**src/rtl/conv_pkg.sv**
```systemverilog
// Shared constants for the convolution datapath: feature-map geometry,
// requantization shift, output width and derived pooled-coordinate widths.
package conv_pkg;

  localparam int FMAP_H  = 26;   // rows per column, even
  localparam int FMAP_W  = 26;   // columns per frame, even
  localparam int SHIFT   = 12;   // fraction bits of the weights
  localparam int OUT_W   = 16;   // output data width
  localparam int IN_W    = 32;   // conv result width

  // Largest value representable on the non-negative output range.
  localparam int SAT_MAX = (1 << (OUT_W - 1)) - 1;

  // Widths of the pooled row/column indices.
  localparam int PROW_W  = $clog2(FMAP_H / 2);
  localparam int PCOL_W  = $clog2(FMAP_W / 2);

endpackage

```
**src/rtl/relu_requant.sv**
```systemverilog
// Stage 1: ReLU, arithmetic right shift and saturation of one conv result,
// registered together with its valid flag and row/column tags.
module relu_requant #(
  parameter int SHIFT = conv_pkg::SHIFT,
  parameter int OUT_W = conv_pkg::OUT_W,
  parameter int RW    = 5,
  parameter int CW    = 5
) (
  input  logic                    clk,
  input  logic                    reset_n,
  input  logic                    clr,
  input  logic                    in_valid,
  input  logic signed [31:0]      in_data,
  input  logic        [RW-1:0]    in_r,
  input  logic        [CW-1:0]    in_c,
  output logic                    q_valid,
  output logic        [OUT_W-1:0] q_data,
  output logic        [RW-1:0]    q_r,
  output logic        [CW-1:0]    q_c
);

  localparam logic [31:0]      SAT_MAX32 = 32'((64'd1 << (OUT_W - 1)) - 64'd1);
  localparam logic [OUT_W-1:0] SAT_Q     = SAT_MAX32[OUT_W-1:0];

  logic signed [31:0] shifted;
  logic [OUT_W-1:0]   q_next;

  // Clamp negatives to zero, otherwise shift and saturate to the output range.
  always_comb begin
    // NOTE: every always_comb output gets a default first so no path can infer a latch.
    q_next  = '0;
    shifted = in_data >>> SHIFT;
    if (in_data[31]) begin
      q_next = '0;
    end else if (shifted > $signed(SAT_MAX32)) begin
      q_next = SAT_Q;
    end else begin
      q_next = shifted[OUT_W-1:0];
    end
  end

  // Stage-1 register; clr drops the in-flight sample and the one arriving with it.
  always_ff @(posedge clk or negedge reset_n) begin
    // NOTE: state is updated with <= so every register samples pre-edge values.
    if (!reset_n) begin
      q_valid <= 1'b0;
      q_data  <= '0;
      q_r     <= '0;
      q_c     <= '0;
    end else if (clr) begin
      q_valid <= 1'b0;
    end else begin
      q_valid <= in_valid;
      if (in_valid) begin
        q_data <= q_next;
        q_r    <= in_r;
        q_c    <= in_c;
      end
    end
  end

endmodule

```
**src/rtl/relu_pool_stage.sv**
```systemverilog
// ReLU + requantize + 2x2/stride-2 max pooling over a column-major stream
// of conv results. One sample per cycle, no backpressure.
module relu_pool_stage #(
  parameter int FMAP_H = conv_pkg::FMAP_H,
  parameter int FMAP_W = conv_pkg::FMAP_W,
  parameter int SHIFT  = conv_pkg::SHIFT,
  parameter int OUT_W  = conv_pkg::OUT_W
) (
  input  logic                              clk,
  input  logic                              reset_n,
  input  logic                              clr,
  input  logic                              in_valid,
  input  logic signed [31:0]                in_data,
  output logic                              out_valid,
  output logic [OUT_W-1:0]                  out_data,
  output logic [$clog2(FMAP_H/2)-1:0]       out_row,
  output logic [$clog2(FMAP_W/2)-1:0]       out_col,
  output logic                              frame_done
);

  localparam int RW   = $clog2(FMAP_H);
  localparam int CW   = $clog2(FMAP_W);
  localparam int PRW  = $clog2(FMAP_H / 2);
  localparam int PCW  = $clog2(FMAP_W / 2);
  localparam int LB_D = FMAP_H / 2;

  localparam logic [RW-1:0] R_LAST = RW'(FMAP_H - 1);
  localparam logic [CW-1:0] C_LAST = CW'(FMAP_W - 1);

  logic [RW-1:0]    r_cnt;
  logic [CW-1:0]    c_cnt;

  logic             q_valid;
  logic [OUT_W-1:0] q_data;
  logic [RW-1:0]    q_r;
  logic [CW-1:0]    q_c;

  logic [OUT_W-1:0] pair_reg;
  logic [OUT_W-1:0] linebuf [LB_D];
  logic [PRW-1:0]   lb_idx;
  logic [OUT_W-1:0] pm;
  logic [OUT_W-1:0] pool_max;
  logic             fire;
  logic             last_win;

  // Column-major position counters: row advances per accepted sample.
  always_ff @(posedge clk or negedge reset_n) begin
    if (!reset_n) begin
      r_cnt <= '0;
      c_cnt <= '0;
    end else if (clr) begin
      r_cnt <= '0;
      c_cnt <= '0;
    end else if (in_valid) begin
      if (r_cnt == R_LAST) begin
        r_cnt <= '0;
        c_cnt <= (c_cnt == C_LAST) ? '0 : c_cnt + 1'b1;
      end else begin
        r_cnt <= r_cnt + 1'b1;
      end
    end
  end

  relu_requant #(
    .SHIFT (SHIFT),
    .OUT_W (OUT_W),
    .RW    (RW),
    .CW    (CW)
  ) u_requant (
    .clk      (clk),
    .reset_n  (reset_n),
    .clr      (clr),
    .in_valid (in_valid),
    .in_data  (in_data),
    .in_r     (r_cnt),
    .in_c     (c_cnt),
    .q_valid  (q_valid),
    .q_data   (q_data),
    .q_r      (q_r),
    .q_c      (q_c)
  );

  // Row-pair max, column-pair max against the line buffer, and output strobes.
  always_comb begin
    lb_idx   = PRW'(q_r >> 1);
    pm       = (q_data > pair_reg) ? q_data : pair_reg;
    pool_max = (pm > linebuf[lb_idx]) ? pm : linebuf[lb_idx];
    fire     = q_valid && q_r[0] && q_c[0];
    last_win = (q_r == R_LAST) && (q_c == C_LAST);
  end

  // Pairing storage: even rows park in pair_reg, even columns park row maxima.
  always_ff @(posedge clk) begin
    // NOTE: the line buffer is not reset; every entry is written before it is read.
    if (q_valid && !clr) begin
      if (!q_r[0]) begin
        pair_reg <= q_data;
      end else if (!q_c[0]) begin
        linebuf[lb_idx] <= pm;
      end
    end
  end

  // Output register: one pooled result per completed 2x2 window.
  always_ff @(posedge clk or negedge reset_n) begin
    if (!reset_n) begin
      out_valid  <= 1'b0;
      out_data   <= '0;
      out_row    <= '0;
      out_col    <= '0;
      frame_done <= 1'b0;
    end else if (clr) begin
      out_valid  <= 1'b0;
      frame_done <= 1'b0;
    end else begin
      out_valid  <= fire;
      frame_done <= fire && last_win;
      if (fire) begin
        out_data <= pool_max;
        out_row  <= PRW'(q_r >> 1);
        out_col  <= PCW'(q_c >> 1);
      end
    end
  end

endmodule
```
**config.mk**
```make
export PLATFORM = sky130hd
export DESIGN_NAME = relu_pool_stage
export DESIGN_NICKNAME = d
export VERILOG_FILES = /design/src/rtl/conv_pkg.sv /design/src/rtl/relu_requant.sv /design/src/rtl/relu_pool_stage.sv
export SDC_FILE = /design/constraint.sdc
export NUM_CORES = 1
export LEC_CHECK = 0
export CAP_MARGIN = 20
export CORE_MARGIN = 1.5
export CORE_UTILIZATION = 60
export CTS_CLUSTER_DIAMETER = 150
export CTS_CLUSTER_SIZE = 14
export DETAILED_ROUTE_END_ITERATION = 8
export GPL_TIMING_DRIVEN = 0
export HOLD_SLACK_MARGIN = 0.15
export PLACE_DENSITY = 0.81
export SLEW_MARGIN = 10
export SYNTH_ARGS = -nofsm -noshare
export SYNTH_HDL_FRONTEND = slang
export SYNTH_SLANG_ARGS = --single-unit
```
**constraint.sdc**
```tcl
create_clock -name clk -period 5.5 [get_ports clk]
set_input_delay 0.55 -clock clk [delete_from_list [all_inputs] [get_ports clk]]
set_output_delay 0.55 -clock clk [all_outputs]
set_load 0.005 [all_outputs]
```
## Yosys cells after proc, flatten, opt, wreduce, memory -nomap -nowiden

Memory sizes are Yosys's and may differ from the RTL's.
Cells that the tools add are included.

| operators by class | value |
|---|---|
| add/subtract/negate cells | 2 |
| order comparisons | 3 |
| eq/ne operators | 4 |
| multiplexer cells | 18 |
| bitwise gates (word level) | 2 |
| reductions and logical operators | 12 |

Operators by type and width:

| cell | count |
|---|---|
| 16-bit two-way mux | 4 |
| 5-bit two-way mux | 7 |
| 16-bit greater-than comparator | 2 |
| 5-bit == test (second input constant) | 4 |
| 20-bit by 16-bit greater-than comparator with 1-bit output (second input constant) | 1 |
| 5-bit by 1-bit adder with 5-bit output (second input constant) | 2 |
| 2-bit AND reduction | 4 |
| 1-bit two-way mux | 7 |
| 1-bit logical AND | 5 |
| 2-bit nonzero test | 2 |
| 1-bit NOT | 2 |
| 1-bit zero test | 1 |

| storage, ports and cells | value |
|---|---|
| register bits | 79 |
| memory bits (writable) | 208 |
| input bits | 36 |
| output and inout bits | 26 |
| word-level logic and storage cells | 54 |
| memories | 1 |

Memories:

| memory | depth | bits a word | read ports | clocked after Yosys merged registers in | write ports | line | source |
|---|---|---|---|---|---|---|---|
| linebuf | 13 | 16 | 1 | 0 | 1 | relu_pool_stage.sv:39 | `logic [OUT_W-1:0] linebuf [LB_D];` |

## Logic depth before layout (Yosys ltp)

| logic depth | value |
|---|---|
| depth in word-level cells | 5 |
| depth in mapped cells | 20 |
| gate-level depth less buffers | 15 |

## Modules after synthesis

Synthesis repeated with hierarchy kept, for this count alone.

| second synthesis, totals | value |
|---|---|
| cell total of the unflattened synthesis | 749 |
| area, all modules | 12283.0 um^2 |

Modules (own cells, without submodules):

| module | instances | cells an instance | area each (um^2) | seq. area each (um^2) |
|---|---|---|---|---|
| relu_pool_stage | 1 | 650 | 11199.5 | 7627.3 |
| relu_requant | 1 | 99 | 1083.5 | 675.6 |

## Least setup slack after synthesis

No wires, ideal clock.

| timing path | value |
|---|---|
| path type | register to register |
| from | register u_requant.q_data[15] |
| to | register out_data[11] |
| library setup time | 0.080 ns |
| arrival | 4.314 ns |
| data required time | 5.420 ns |
| slack | 1.106 ns |
| cell stages (with the launch flop) | 20 |
| path buffers | 5 |
| period minus slack after synthesis | 4.394 ns |
| cell sequence | dfrtp_1 -> ha_1 -> nand4_1 -> nor2_1 -> and4_1 -> clkbuf_1 -> or3_1 -> buf_4 -> buf_6 -> a311oi_2 -> inv_1 -> ha_1 -> nand2_1 -> or4_4 -> a21o_1 -> o211a_2 -> or3_1 -> buf_6 -> buf_6 -> o211ai_2 |

| between the ends | value |
|---|---|
| word-level cells in the longest chain between the ends | 4 |

RTL lines:

| element | line | source |
|---|---|---|
| start: declaration | relu_requant.sv:17 | `output logic [OUT_W-1:0] q_data,` |
| start signal: assignment | relu_requant.sv:55 | `q_data <= q_next;` |
| 16-bit greater-than comparator * | relu_pool_stage.sv:86 | `pm = (q_data > pair_reg) ? q_data : pair_reg;` |
| 16-bit two-way mux * | relu_pool_stage.sv:86 |  |
| via pm[11] | relu_pool_stage.sv:41 | `logic [OUT_W-1:0] pm;` |
| 16-bit greater-than comparator | relu_pool_stage.sv:87 | `pool_max = (pm > linebuf[lb_idx]) ? pm : linebuf[lb_idx];` |
| 16-bit two-way mux * | relu_pool_stage.sv:87 |  |
| end signal: assignment | relu_pool_stage.sv:119 | `out_data <= pool_max;` |
| end: declaration | relu_pool_stage.sv:15 | `output logic [OUT_W-1:0] out_data,` |

Mark *: on every way through the listed nets, which the timed path passes. The rest lies on a longest branch.
A chain may end at the register's enable or synchronous reset.

## Worst setup path after layout

| timing path | value |
|---|---|
| from | register u_requant.q_data[15] |
| to | register out_data[14] |

| between the ends | value |
|---|---|
| word-level cells in the longest chain between the ends | 4 |

RTL lines:

| element | line |
|---|---|
| 16-bit greater-than comparator | relu_pool_stage.sv:86 |
| 16-bit two-way mux | relu_pool_stage.sv:86 |
| via pm[9] | relu_pool_stage.sv:41 |
| 16-bit greater-than comparator | relu_pool_stage.sv:87 |
| 16-bit two-way mux | relu_pool_stage.sv:87 |

The timed path passes the listed nets, and every way through them passes these cells.

==> impl_metrics.yaml <==
clock_network:
  clkTransAtPathRegs_ns: 0.07
  cts_num_sinks: 287
  cts_tree: "yes"
  worstSkewPairLatency_ns: 0.53
  max-clock-path-buffers: 3
  cts_htree_levels: 1
  cts_made_buffers: 24
  cts-root-buf: "clkbuf_16"
routing:
  wire_per_inst_um: 23.2
  totalWireLength_mm: 27.5
  drtAntennaViolNets: 0
  via_per_inst: 6.26
  via_count: 7436
  drcViolationCount: 0
  drt_first_iter_violations: 867
  dr.pass1.iters: 5
place:
  port_buffers: 48
  dp_hpwl_mm: 19.2
  gp_congestion: 0.868
  placed_area_um2: 13600
yosys:
  netlist_area_um2: 12500
  synth_warnings: 0
  yosysSeqAreaShare_pct: 66.3
  syn_area_per_cell_um2: 15.5
  synth-edff-count: 224
  postSynthCellCount: 807
  syn_nets: 879
  yosysUniqueCellTypes: 47
  async_reset_ff_share_pct: 22.0
  synth_seq_cells: 287
  ys_dominant_reg_cell: "edfxtp_1"
die:
  die_area_um2: 21800
  initial_core_util_pct: 61.5
  io_pins: 62
  fp-row-count: 52
  die_h_um: 148
  die_x_um: 148
  core_area_um2: 20400
grt:
  first_global_vias: 7404
  grt-busiest-layer: "met2"
  grt_usage_pct: 26.0
  met2_usage_pct: 41.5
  gr-total-overflow: 0
  grt_max_degree: 64
  grt_antenna_before_repair: 0
  gr-usage-met3_pct: 3.61
  met1_usage_pct: 37.5
  grt_pass1_wl_mm: 42.4
sta:
  slew_viol_final: 0
  skew_ns: 0.0178
  rsz0062_at_grt: "no"
  finalSetupViolCount: 0
  post-route-min-period_ns: 5.21
  layout_worst_path_cycle_share_pct: 94.8
  clock.fmax_mhz: 192
  slew_headroom_pct: 33.2
  setup_tns_ns: 0
  hold_viol_final: 0
  worst_pin_slew_ns: 1.00
cells_and_area:
  nets: 972
  layout-drive-gt1-share_pct: 19.4
  area_delta_synth_final_pct: 14.4
  diodes: 0
  fin_area_um2: 14300
  fin_util_pct: 70.4
  largest_reg_flops: 208
  top_register: "linebuf"
  fillers: 1301
hold_path:
  hold_class: "in2reg"
  hold_path.startpoint: "clr"
critical_path:
  cp_data_required_time_ns: 5.95
  crit_start: "u_requant.q_data[15]"
  crit_path_start_kind: "register"
  arrival_ns: 5.66
  end_kind: "register"
  r2r-start: "u_requant.q_data[15]"
  critical_path_class: "reg2reg"
  critPathMaxFanout: 14
run_status:
  status: "complete, no violations"
power:
  power.total_mw: 4.42
  ir_worst_vdd_v: 0.000285
  p_leak_nw: 5.19
  cellPowerDensity_nw_per_um2: 308
run:
  maxCapViolCount: 0
==> worst max-delay path: stages (launching register included) <==
cell	delay, ns
dfrtp_1	0.43
ha_1	0.37
nand4_1	0.20
nor2_1	0.07
and4_1	0.19
clkbuf_1	0.20
or3_1	0.40
buf_4	0.18
a311oi_2	0.48
inv_1	0.38
ha_1	0.43
nand3_1	0.11
or4_4	0.54
a21o_1	0.19
o211a_2	0.17
or3_1	0.33
buf_6	0.15
buf_6	0.15
o211ai_2	0.14
==> cell usage after synthesis, types with 2 or more instances <==
master,number,area share (%)
nand3b_1,2,0.12
a311oi_1,5,0.35
a21oi_1,16,0.64
or4_1,2,0.12
edfxtp_1,224,54
a22oi_1,2,0.12
inv_2,2,0.060
nor3_1,23,0.92
o211ai_2,10,1.0
nor2b_1,5,0.25
mux4_2,64,12
nand4_1,21,1.0
a21o_1,2,0.12
o21ai_0,13,0.52
buf_1,4,0.12
nand2b_1,3,0.15
nand2_1,75,2.2
o31ai_1,17,1.0
clkbuf_1,31,0.93
o211ai_1,24,1.4
or3_1,3,0.15
nand3_1,10,0.40
mux2_2,7,0.63
ha_1,36,3.6
buf_6,3,0.27
dfrtp_1,63,13
inv_1,51,1.5
nor2_1,53,1.6
a311oi_2,10,1.2
buf_2,9,0.36
==> final timing paths <==
| check | end | slack, ns | cells after the start |
|---|---|---|---|
| worst max-delay path | out_data[14] | 0.29 | 18 |
| max in group asynchronous | c_cnt[1] | 4.30 | 2 |
| worst max register to register | out_data[14] | 0.29 | 18 |
| min in group asynchronous | u_requant.q_data[1] | 0.65 | 2 |
| worst min register to register | out_row[3] | 0.48 | 2 |
| worst min-delay path | r_cnt[2] | 0.43 | 2 |
==> cells in the final DEF (no fill, tap or decap), drive strengths merged, types with 2 or more instances in the layout <==
cell type	netlist	layout
nor2b	5	5
ha	36	36
a311oi	15	15
clkbuf	31	72
dfrtp	63	63
edfxtp	224	224
o31ai	17	17
or3	3	3
a21o	2	2
mux4	64	64
a22oi	2	2
o21ai	13	13
buf	17	36
nand3	10	10
a21oi	16	16
clkdlybuf4s50	0	47
or4	3	3
nand2b	3	3
o211ai	34	34
nand3b	2	2
mux2	7	7
nor2	53	53
nor3	23	23
inv	53	54
nand4	21	21
nand2	75	75
==> report_power, final <==
group | total [mW] | internal, mW | switching, mW
Clock | 1.56 | 0.828 | 0.735
Sequential | 2.45 | 2.42 | 0.0283
Combinational | 0.410 | 0.154 | 0.256
==> repair_timing <==
item	4_1_cts	5_1_grt
setup buffers	0	0
hold buffers	1	0
setup endpoints to repair	0	16
hold endpoints to repair	23	0
resized for setup	0	7
==> stage by stage <==
step	hold WS [ns]	std cells	worst slack, ns
2_1_floorplan	0.254	807	1.11
3_3_place_gp	0.463	1125	0.161
4_1_cts	0.418	1187	0.0462
6_report	0.432	1187	0.285
3_5_place_dp	0.462	1143	0.0506
5_1_grt	0.446	1187	0.0198
==> per-layer routing <==
layer,vias to the layer above,part of all wire (%)
li1,3302,-
met1,3763,41
met2,313,49
met3,58,6.9
met4,0,2.9
met5,-,0
==> final cells by class <==
type | count | area, um2 | share of cell area [%]
plain buffers | 48 | 219 | 1.53
clock buffers | 41 | 664 | 4.64
repair buffers | 67 | 694 | 4.85
multi-input cells | 419 | 3870 | 27.0
flip-flops and latches | 287 | 8300 | 57.9
inverters | 53 | 199 | 1.39
clock inverters | 2 | 38.8 | 0.271
well taps | 270 | 338 | 2.36
==> cell families (layout without fill, tap and decap cells) <==
kind of cell,Yosys count,after routing,synth area share [%]
adder cells (fa/ha/maj),36,36,3.60
flip-flops,287,287,66.3
multiplexers,72,72,12.2
AND/OR/NAND/NOR,203,203,7.41
XOR/XNOR,1,1,0.0699
buffers and inverters,101,211,3.33
AO/OA/AOI/OAI,107,107,7.11
Power figures use the tool's default switching activity.
